$ cat src/rtl/boot_pkg.sv
// Shared definitions for the instruction-memory boot loader: state encoding,
// error codes and frame header width.
package boot_pkg;

    localparam int unsigned HDR_W = 16;

    typedef enum logic [2:0] {
        StHdrLo = 3'd0,
        StHdrHi = 3'd1,
        StData  = 3'd2,
        StCheck = 3'd3,
        StDone  = 3'd4,
        StErr   = 3'd5
    } boot_state_e;

    localparam logic [1:0] ERR_NONE    = 2'd0;
    localparam logic [1:0] ERR_LEN     = 2'd1;
    localparam logic [1:0] ERR_CSUM    = 2'd2;
    localparam logic [1:0] ERR_TIMEOUT = 2'd3;

endpackage

$ cat src/rtl/byte_word_packer.sv
// Shifts accepted bytes into a little-endian 32-bit word and pulses word_valid
// for one cycle once the fourth byte of a word has been taken.
module byte_word_packer (
    input  logic        clk,
    input  logic        reset,
    input  logic        clear,
    input  logic [7:0]  data_in,
    input  logic        byte_valid,
    output logic [1:0]  byte_cnt,
    output logic [31:0] word,
    output logic        word_valid
);

    logic [1:0]  cnt_q, cnt_d;
    logic [31:0] shift_q, shift_d;
    logic [31:0] word_q, word_d;
    logic        word_valid_q, word_valid_d;

    always_comb begin
        cnt_d        = cnt_q;
        shift_d      = shift_q;
        word_d       = word_q;
        word_valid_d = 1'b0;
        if (clear) begin
            cnt_d   = 2'd0;
            shift_d = '0;
        end else if (byte_valid) begin
            // Newest byte enters at the top, so byte0 ends up in [7:0].
            shift_d = {data_in, shift_q[31:8]};
            cnt_d   = cnt_q + 2'd1;
            if (cnt_q == 2'd3) begin
                word_d       = shift_d;
                word_valid_d = 1'b1;
            end
        end
    end

    always_ff @(posedge clk) begin
        if (!reset) begin
            cnt_q        <= 2'd0;
            shift_q      <= '0;
            word_q       <= '0;
            word_valid_q <= 1'b0;
        end else begin
            cnt_q        <= cnt_d;
            shift_q      <= shift_d;
            word_q       <= word_d;
            word_valid_q <= word_valid_d;
        end
    end

    assign byte_cnt   = cnt_q;
    assign word       = word_q;
    assign word_valid = word_valid_q;

endmodule

$ cat src/rtl/imem_boot_loader.sv
// Loads a length-prefixed, XOR-checksummed byte stream into instruction memory and
// releases the core only after a clean load.
module imem_boot_loader
    import boot_pkg::*;
#(
    parameter int unsigned IMEM_DEPTH = 1024,
    parameter int unsigned ADDR_W     = $clog2(IMEM_DEPTH),
    parameter int unsigned TIMEOUT    = 100000
) (
    input  logic              clk,
    input  logic              reset,
    input  logic [7:0]        rx_data,
    input  logic              rx_valid,
    output logic              rx_ready,
    input  logic              start,
    output logic              imem_we,
    output logic [ADDR_W-1:0] imem_addr,
    output logic [31:0]       imem_wdata,
    output logic              core_hold,
    output logic              done,
    output logic              error,
    output logic [1:0]        err_code
);

    localparam int unsigned IDLE_W = (TIMEOUT > 1) ? $clog2(TIMEOUT) : 1;
    localparam logic [IDLE_W-1:0] IDLE_MAX  = IDLE_W'(TIMEOUT - 1);
    localparam logic [HDR_W-1:0]  DEPTH_LIM = HDR_W'(IMEM_DEPTH);

    boot_state_e       state_q, state_d;
    logic [7:0]        len_lo_q, len_lo_d;
    logic [HDR_W-1:0]  len_q, len_d;
    logic [7:0]        xor_q, xor_d;
    logic [ADDR_W-1:0] word_idx_q, word_idx_d;
    logic [ADDR_W-1:0] addr_q, addr_d;
    logic [IDLE_W-1:0] idle_q, idle_d;
    logic              done_q, done_d;
    logic              error_q, error_d;
    logic [1:0]        err_code_q, err_code_d;
    logic              hold_q, hold_d;

    logic              xfer, counting, timeout_hit, last_word, pack_clear;
    logic [HDR_W-1:0]  hdr_len;
    logic [1:0]        pack_cnt;

    assign rx_ready    = (state_q == StHdrLo) || (state_q == StHdrHi) ||
                         (state_q == StData)  || (state_q == StCheck);
    assign xfer        = rx_valid & rx_ready;
    assign counting    = (state_q == StHdrHi) || (state_q == StData) || (state_q == StCheck);
    // A byte arriving in the final idle cycle still beats the timeout.
    assign timeout_hit = counting && !xfer && (idle_q == IDLE_MAX);
    assign hdr_len     = {rx_data, len_lo_q};
    assign last_word   = (HDR_W'(word_idx_q) == (len_q - HDR_W'(1)));

    always_comb begin
        state_d    = state_q;
        len_lo_d   = len_lo_q;
        len_d      = len_q;
        xor_d      = xor_q;
        word_idx_d = word_idx_q;
        addr_d     = addr_q;
        done_d     = done_q;
        error_d    = error_q;
        err_code_d = err_code_q;
        hold_d     = hold_q;
        pack_clear = 1'b0;
        idle_d     = (counting && !xfer) ? idle_q + IDLE_W'(1) : '0;

        unique case (state_q)
            StHdrLo: begin
                if (xfer) begin
                    len_lo_d = rx_data;
                    xor_d    = rx_data;
                    state_d  = StHdrHi;
                end
            end
            StHdrHi: begin
                if (xfer) begin
                    xor_d = xor_q ^ rx_data;
                    len_d = hdr_len;
                    if (hdr_len > DEPTH_LIM) begin
                        state_d    = StErr;
                        error_d    = 1'b1;
                        err_code_d = ERR_LEN;
                    end else if (hdr_len == '0) begin
                        state_d = StCheck;
                    end else begin
                        state_d = StData;
                    end
                end
            end
            StData: begin
                if (xfer) begin
                    xor_d = xor_q ^ rx_data;
                    if (pack_cnt == 2'd3) begin
                        addr_d = word_idx_q;
                        if (last_word) begin
                            word_idx_d = '0;
                            state_d    = StCheck;
                        end else begin
                            word_idx_d = word_idx_q + ADDR_W'(1);
                        end
                    end
                end
            end
            StCheck: begin
                if (xfer) begin
                    if (rx_data == xor_q) begin
                        state_d = StDone;
                        done_d  = 1'b1;
                        hold_d  = 1'b0;
                    end else begin
                        state_d    = StErr;
                        error_d    = 1'b1;
                        err_code_d = ERR_CSUM;
                    end
                end
            end
            StDone, StErr: begin
                if (start) begin
                    state_d    = StHdrLo;
                    len_lo_d   = '0;
                    len_d      = '0;
                    xor_d      = '0;
                    word_idx_d = '0;
                    done_d     = 1'b0;
                    error_d    = 1'b0;
                    err_code_d = ERR_NONE;
                    hold_d     = 1'b1;
                    pack_clear = 1'b1;
                end
            end
            default: state_d = StHdrLo;
        endcase

        if (timeout_hit) begin
            state_d    = StErr;
            error_d    = 1'b1;
            err_code_d = ERR_TIMEOUT;
        end
    end

    always_ff @(posedge clk) begin
        if (!reset) begin
            state_q    <= StHdrLo;
            len_lo_q   <= '0;
            len_q      <= '0;
            xor_q      <= '0;
            word_idx_q <= '0;
            addr_q     <= '0;
            idle_q     <= '0;
            done_q     <= 1'b0;
            error_q    <= 1'b0;
            err_code_q <= ERR_NONE;
            hold_q     <= 1'b1;
        end else begin
            state_q    <= state_d;
            len_lo_q   <= len_lo_d;
            len_q      <= len_d;
            xor_q      <= xor_d;
            word_idx_q <= word_idx_d;
            addr_q     <= addr_d;
            idle_q     <= idle_d;
            done_q     <= done_d;
            error_q    <= error_d;
            err_code_q <= err_code_d;
            hold_q     <= hold_d;
        end
    end

    byte_word_packer u_packer (
        .clk        (clk),
        .reset      (reset),
        .clear      (pack_clear),
        .data_in    (rx_data),
        .byte_valid (xfer && (state_q == StData)),
        .byte_cnt   (pack_cnt),
        .word       (imem_wdata),
        .word_valid (imem_we)
    );

    assign imem_addr = addr_q;
    assign core_hold = hold_q;
    assign done      = done_q;
    assign error     = error_q;
    assign err_code  = err_code_q;

endmodule
$ cat config.mk
export PLATFORM = sky130hd
export DESIGN_NAME = imem_boot_loader
export DESIGN_NICKNAME = d
export VERILOG_FILES = /design/src/rtl/boot_pkg.sv /design/src/rtl/byte_word_packer.sv /design/src/rtl/imem_boot_loader.sv
export SDC_FILE = /design/constraint.sdc
export NUM_CORES = 1
export LEC_CHECK = 0
export CAP_MARGIN = 20
export CORE_MARGIN = 3
export CORE_UTILIZATION = 35
export DETAILED_ROUTE_END_ITERATION = 10
export GPL_ROUTABILITY_DRIVEN = 1
export PLACE_DENSITY = 0.57
export REMOVE_ABC_BUFFERS = 1
export SLEW_MARGIN = 30
export SYNTH_ARGS = -nofsm -noshare
export SYNTH_HDL_FRONTEND = slang
export SYNTH_SLANG_ARGS = --single-unit
$ cat constraint.sdc
create_clock -name clk -period 3.7 [get_ports clk]
set_clock_uncertainty 0.2 [all_clocks]
set_input_delay 0.555 -clock clk [delete_from_list [all_inputs] [get_ports clk]]
set_output_delay 0.555 -clock clk [all_outputs]
set_load 0.01 [all_outputs]
==> results of run 1 <==
-- worst paths after layout --
check | from | end | slack (ns) | depth (start not counted)
min reg2reg | done | done | 0.25 | 2
max | len_q[0] | word_idx_q[5] | 0.44 | 9
min | done | done | 0.25 | 2
max reg2reg | len_q[0] | word_idx_q[5] | 0.44 | 9
-- layer usage --
metal / vias up / track usage, % / part of all wire [%]
li1: 2631 / - / -
met1: 2427 / 21.4 / 47
met2: 129 / 25.8 / 46
met3: 22 / 4.21 / 5.2
met4: 0 / 6.72 / 1.9
met5: - / 0 / 0
-- flip-flops by register name (all words and copies together) (netlist names) --
| signal | cells |
|---|---|
| imem_addr | 10 |
| err_code | 2 |
| len_q | 16 |
| done | 1 |
| idle_q | 17 |
| xor_q | 8 |
| state_q | 3 |
| u_packer.byte_cnt | 2 |
| error | 1 |
| len_lo_q | 8 |
| u_packer.word | 32 |
| word_idx_q | 10 |
| u_packer.word_valid | 1 |
| core_hold | 1 |
| u_packer.shift_q | 24 |
-- layout by cell type (no fill, tap or decap), types with 2 or more instances in the layout --
cell type,instances
a211oi_1,2
a21oi_1,103
a22oi_1,8
a31oi_1,2
a41oi_1,2
and3_1,7
buf_4,11
bufinv_16,3
clkbuf_16,17
clkdlybuf4s50_1,60
clkinv_2,2
clkinvlp_4,5
dfxtp_1,136
ha_1,4
inv_1,8
inv_6,3
mux2i_1,4
nand2_1,198
nand2b_1,2
nand3_1,32
nand4_1,7
nor2_1,40
nor2_2,2
nor3_1,17
nor4_1,10
nor4b_1,3
o2111ai_1,8
o211ai_1,2
o21ai_0,21
o22ai_1,3
o31ai_1,2
or2_2,2
or3_1,8
or4_1,5
xnor2_1,19
xor2_1,18
-- area by class of cell --
class,count,share of cell area [%]
timing repair buffer,71,9.49
clock inverter,14,2.40
multi-input combinational,549,39.9
tap,216,3.76
inverter,10,0.522
clock buffer,18,6.10
sequential,136,37.8
-- through the flow --
stage / cell area, um^2 / hold slack (ns) / power (mW)
after global routing: 7200 / 0.272 / 3.70
after CTS: 7200 / 0.255 / 3.58
after floorplan: 5630 / 0.232 / 1.73
after global placement: 6590 / 0.238 / 1.83
after detailed placement: 6590 / 0.244 / 1.83
final: 7200 / 0.251 / 3.54
-- synthesized netlist by cell type, types with 3 or more instances --
master,instances,area (um^2)
a21oi_1,103,515
a22oi_1,8,60.1
and3_1,7,43.8
clkbuf_1,48,180
dfxtp_1,136,2720
ha_1,4,50.1
inv_1,8,30.0
mux2i_1,4,40.0
nand2_1,198,743
nand3_1,32,160
nand4_1,7,43.8
nor2_1,42,158
nor3_1,17,85.1
nor4_1,10,62.6
nor4b_1,3,26.3
o2111ai_1,8,70.1
o21ai_0,21,105
o22ai_1,3,18.8
or3_1,8,50.1
or4_1,5,37.5
xnor2_1,19,166
xor2_1,18,158
-- worst max-delay path: cells and delay by family, from the launching register on --
family	cells	cell delay, ns
simple gates	3	0.95
flops	1	0.36
buf+inv	1	0.07
compound gates	3	0.88
mux	1	0.38
fa+ha+maj	1	0.25
-- logic make-up (layout without fill, tap and decap cells) --
group	after synthesis	after routing	synth area share, %
adder cells (fa/ha/maj)	4	4	0.858
buffers and inverters	62	113	4.14
multiplexers	5	5	0.880
XOR/XNOR	37	37	5.56
AO/OA/AOI/OAI	163	163	16.2
AND/OR/NAND/NOR	340	340	25.6
flip-flops	136	136	46.7
-- power by group through the flow --
stage | sequential [mW] | clock (mW) | combinational (mW)
3_5_place_dp | 1.57 | 0 | 0.266
3_3_place_gp | 1.56 | 0 | 0.261
2_1_floorplan | 1.56 | 0 | 0.172
4_1_cts | 1.53 | 1.78 | 0.267
6_report | 1.54 | 1.73 | 0.268
5_1_grt | 1.54 | 1.86 | 0.300
==> impl_metrics.tcl, run 1 <==
set metrics [dict create \
    p_sw_share_pct 24.2 \
    cp.arrival_ns 3.32 \
    path_max_fanout 8 \
    clk_latency_ns 0.42 \
    synthFlopType "dfxtp_1" \
    grt_pass1_vias 4950 \
    slew_violations 0 \
    dp_slack_ns 0.453 \
    ctsHoldBuffers 0 \
    postRouteAntennaNets 0 \
    syn_area_per_cell_um2 7.81 \
    worst_slack_ns 0.439 \
    finalSetupTns_ns 0 \
    multi_input_area_um2 2870 \
    antenna_found_initial 0 \
    initial_core_util_pct 36.2 \
    post_cts_resized 0 \
    die_area_um2 18200 \
    dp_cells 982 \
    core_region_area_um2 16100 \
    final-instance-count-excl-fill 1014 \
    dp_hpwl_mm 10.0 \
    cts.sinks 136 \
    finalHoldViolations 0 \
    ioPinCount 61 \
    die_x_um 135 \
    outcome "finished, final reports clean" \
    gp_congestion 0.806 \
    clk_pin_slew_ns 0.06 \
    grtUsageTotal_pct 16.4 \
    num_vias 5209 \
    ys_async_sr_fraction_pct 0 \
    synthCells 747 \
    powerDensity_nw_per_um2 491 \
    slowest_stage "or4b_1" \
    cts_tree "yes" \
    wl_per_cell_um 14.2 \
    rsz0062_at_grt "no" \
    p_switching_uw 855 \
    vias_per_cell 5.14 \
    finalCritPeriodShare_pct 88.1 \
    period_needed_ns 3.26 \
    route.detailed.drc 0 \
    max_slew_margin_pct 39.1 \
    drt_wl_total_mm 14.4 \
    hold_path.class "flop to flop" \
    p_int_mw 2.68 \
    ys.warnings.count 0 \
    cp_data_required_time_ns 3.76 \
    ys_seq_area_share_pct 46.7 \
    crit_type "flop to flop" \
    seqPwrFrac_pct 43.4 \
    ir_worst_vdd_mv 0.335 \
    seqCellArea_um2 2720 \
    ys_types 51 \
    cts_buffer_depth 2 \
    cts_buffers 17 \
    area_growth_pct 23.4 \
    syn_area_um2 5830 \
    path_cells "inv_1, ha_1, or4b_1, nor4_1, mux2_2, a211oi_1, o2111ai_2, a21boi_4, nor3_1" \
    port_buffers 60 \
    maxCapViolations 0 \
    die_height_um 135 \
    drt_iter0_markers 385 \
    worst_slew_pin_slew_ns 0.905 \
    drive_gt1_share_pct 6.77 \
    end_kind "flop" \
    clock_power_share_pct 49.0 \
    max_stage_delay_ns 0.58 \
    fillers 1629 \
    utilization_pct 44.7 \
    synth-edff-count 0 \
    post-cts-setup-buffers 0 \
    max_freq_mhz 307 \
    ys_ff_latch 136 \
    nets 801 \
    firstDrtPassIters 5 \
    pwr-share-comb_pct 7.6 \
    antenna-diode-count 0 \
    grt_max_degree 47 \
    leakage_nw 2.35 \
    start_kind "flop" \
    grt-ovfl-total 0 \
    rows 46 \
    cts.htree.levels 4 \
    grt_pass1_wl_mm 24.3 \
    setup_viol 0 \
    cts_root_buf "clkbuf_16" \
]
Power figures use the tool's default switching activity.
==> run 2, diff against run 1 <==
--- a/config.mk
+++ b/config.mk
@@ -9,8 +9,9 @@
 export CORE_MARGIN = 3
 export CORE_UTILIZATION = 35
 export DETAILED_ROUTE_END_ITERATION = 10
+export DONT_BUFFER_PORTS = 1
 export GPL_ROUTABILITY_DRIVEN = 1
-export PLACE_DENSITY = 0.57
+export PLACE_DENSITY = 0.52
 export REMOVE_ABC_BUFFERS = 1
 export SLEW_MARGIN = 30
 export SYNTH_ARGS = -nofsm -noshare
==> constraint.sdc (replaced) <==
create_clock -name clk -period 3.9 [get_ports clk]
set_clock_uncertainty 0.2 [all_clocks]
set_input_delay 0.585 -clock clk [delete_from_list [all_inputs] [get_ports clk]]
set_output_delay 0.585 -clock clk [all_outputs]
set_load 0.01 [all_outputs]
==> impl_metrics.tcl, run 2 (synthesis gave the netlist of run 1 again) <==
set metrics [dict create \
    core_region_area_um2 16100 \
    final_area_um2 6680 \
    layout_common_cells "198 x nand2_1, 136 x dfxtp_1, 103 x a21oi_1" \
    gp_congestion 0.820 \
    drt_wl_total_mm 14.3 \
    period_needed_ns 3.22 \
    cp_data_required_time_ns 3.97 \
    route.detailed.drc 0 \
    dp_hpwl_mm 9.79 \
    grt_max_degree 44 \
    wl_per_cell_um 15.0 \
    clk_latency_ns 0.42 \
    outcome "finished, final reports clean" \
    grtUsageTotal_pct 15.9 \
    finalSetupTns_ns 0 \
    grt_pass1_vias 4621 \
    vias_per_cell 5.27 \
    multi_input_area_um2 2880 \
    cts_buffer_depth 2 \
    cts_tree "yes" \
    die_height_um 135 \
    max_slew_margin_pct 55.9 \
    largest_reg_flops 32 \
    ir_worst_vdd_mv 0.306 \
    setup_viol 0 \
    p_switching_uw 759 \
    max_freq_mhz 310 \
    placed_area_um2 5970 \
    clk_pin_slew_ns 0.06 \
    postRouteAntennaNets 0 \
    grt-ovfl-total 0 \
    maxCapViolations 0 \
    drt_iter0_markers 413 \
    end_kind "flop" \
    nets 740 \
    finalHoldViolations 0 \
    grt_pass1_wl_mm 23.2 \
    cts.sinks 136 \
    p_total_mw 3.49 \
    seqCellArea_um2 2720 \
    ctsHoldBuffers 0 \
    cts_root_buf "clkbuf_16" \
    rsz0062_at_grt "no" \
    hold_path.class "primary input to flop" \
    start_kind "flop" \
    crit_type "flop to flop" \
    seqPwrFrac_pct 41.8 \
    port_buffers 0 \
    post_cts_resized 0 \
    clock_power_share_pct 52.1 \
    hold_ws_ns 0.101 \
    slew_violations 0 \
    cp.arrival_ns 3.30 \
    cts_buffers 17 \
    antenna-diode-count 0 \
    rows 46 \
    p_int_mw 2.73 \
    die_area_um2 18200 \
    finalCritPeriodShare_pct 82.6 \
    layout_commonest_cell "nand2_1" \
    antenna_found_initial 0 \
    post-cts-setup-buffers 0 \
    cts.htree.levels 4 \
    num_vias 5022 \
    leakage_nw 2.19 \
    die_x_um 135 \
    area_growth_pct 14.5 \
    p_sw_share_pct 21.8 \
    firstDrtPassIters 5 \
    worst_slew_pin_slew_ns 0.660 \
    initial_core_util_pct 36.2 \
    ioPinCount 61 \
    path_max_fanout 8 \
    powerDensity_nw_per_um2 522 \
    pwr-share-comb_pct 6.1 \
    drive_gt1_share_pct 7.19 \
    fillers 1634 \
]
## run 2: final timing paths
path | cells past startpoint | end | startpoint | slack (ns)
worst min register to register | 2 | u_packer.shift_q[8] | u_packer.shift_q[8] | 0.25
worst max-delay path | 9 | word_idx_q[2] | len_q[0] | 0.68
worst min-delay path | 2 | u_packer.shift_q[25] | rx_data[1] | 0.10
worst max register to register | 9 | word_idx_q[2] | len_q[0] | 0.68
## run 2: area by class of cell
cell class | count | area share [%]
well taps | 216 | 4.05
clock inverters | 13 | 3.35
multi-input cells | 549 | 43.1
clock buffers | 19 | 6.78
inverters | 10 | 0.562
repair buffers | 10 | 1.42
flip-flops and latches | 136 | 40.8
## run 2: per-layer routing
metal  wire length, um  global-route usage (%)
met1              6550                    19.8
met2              6510                    25.4
met3               964                    5.40
met4               244                    6.61
met5                 0                       0
## run 2: power groups by stage
stage | Clock, mW | Sequential (mW) | Combinational [mW]
after global routing | 1.92 | 1.46 | 0.239
final | 1.82 | 1.46 | 0.211
after CTS | 1.86 | 1.46 | 0.213
after detailed placement | 0 | 1.49 | 0.212
after floorplan | 0 | 1.48 | 0.164
after global placement | 0 | 1.49 | 0.206
## run 2: metrics by stage
| stage | setup WS (ns) | util [%] | cells |
|---|---|---|---|
| after floorplan | 0.665 | - | 695 |
| after detailed placement | 0.693 | 37.1 | 920 |
| final | 0.679 | 41.4 | 953 |
| after CTS | 0.663 | 41.3 | 952 |
| after global placement | 0.802 | 37.1 | 920 |
| after global routing | 0.445 | 41.4 | 953 |
## run 2: worst max-delay path, stage by stage, from the launching register on
cell and delay [ns]:
dfxtp_1 0.35, inv_1 0.08, ha_1 0.24, or4b_1 0.59, nor4_1 0.27, mux2_2 0.38
a211oi_1 0.26, o2111ai_2 0.27, a21boi_4 0.33, nor4_1 0.11
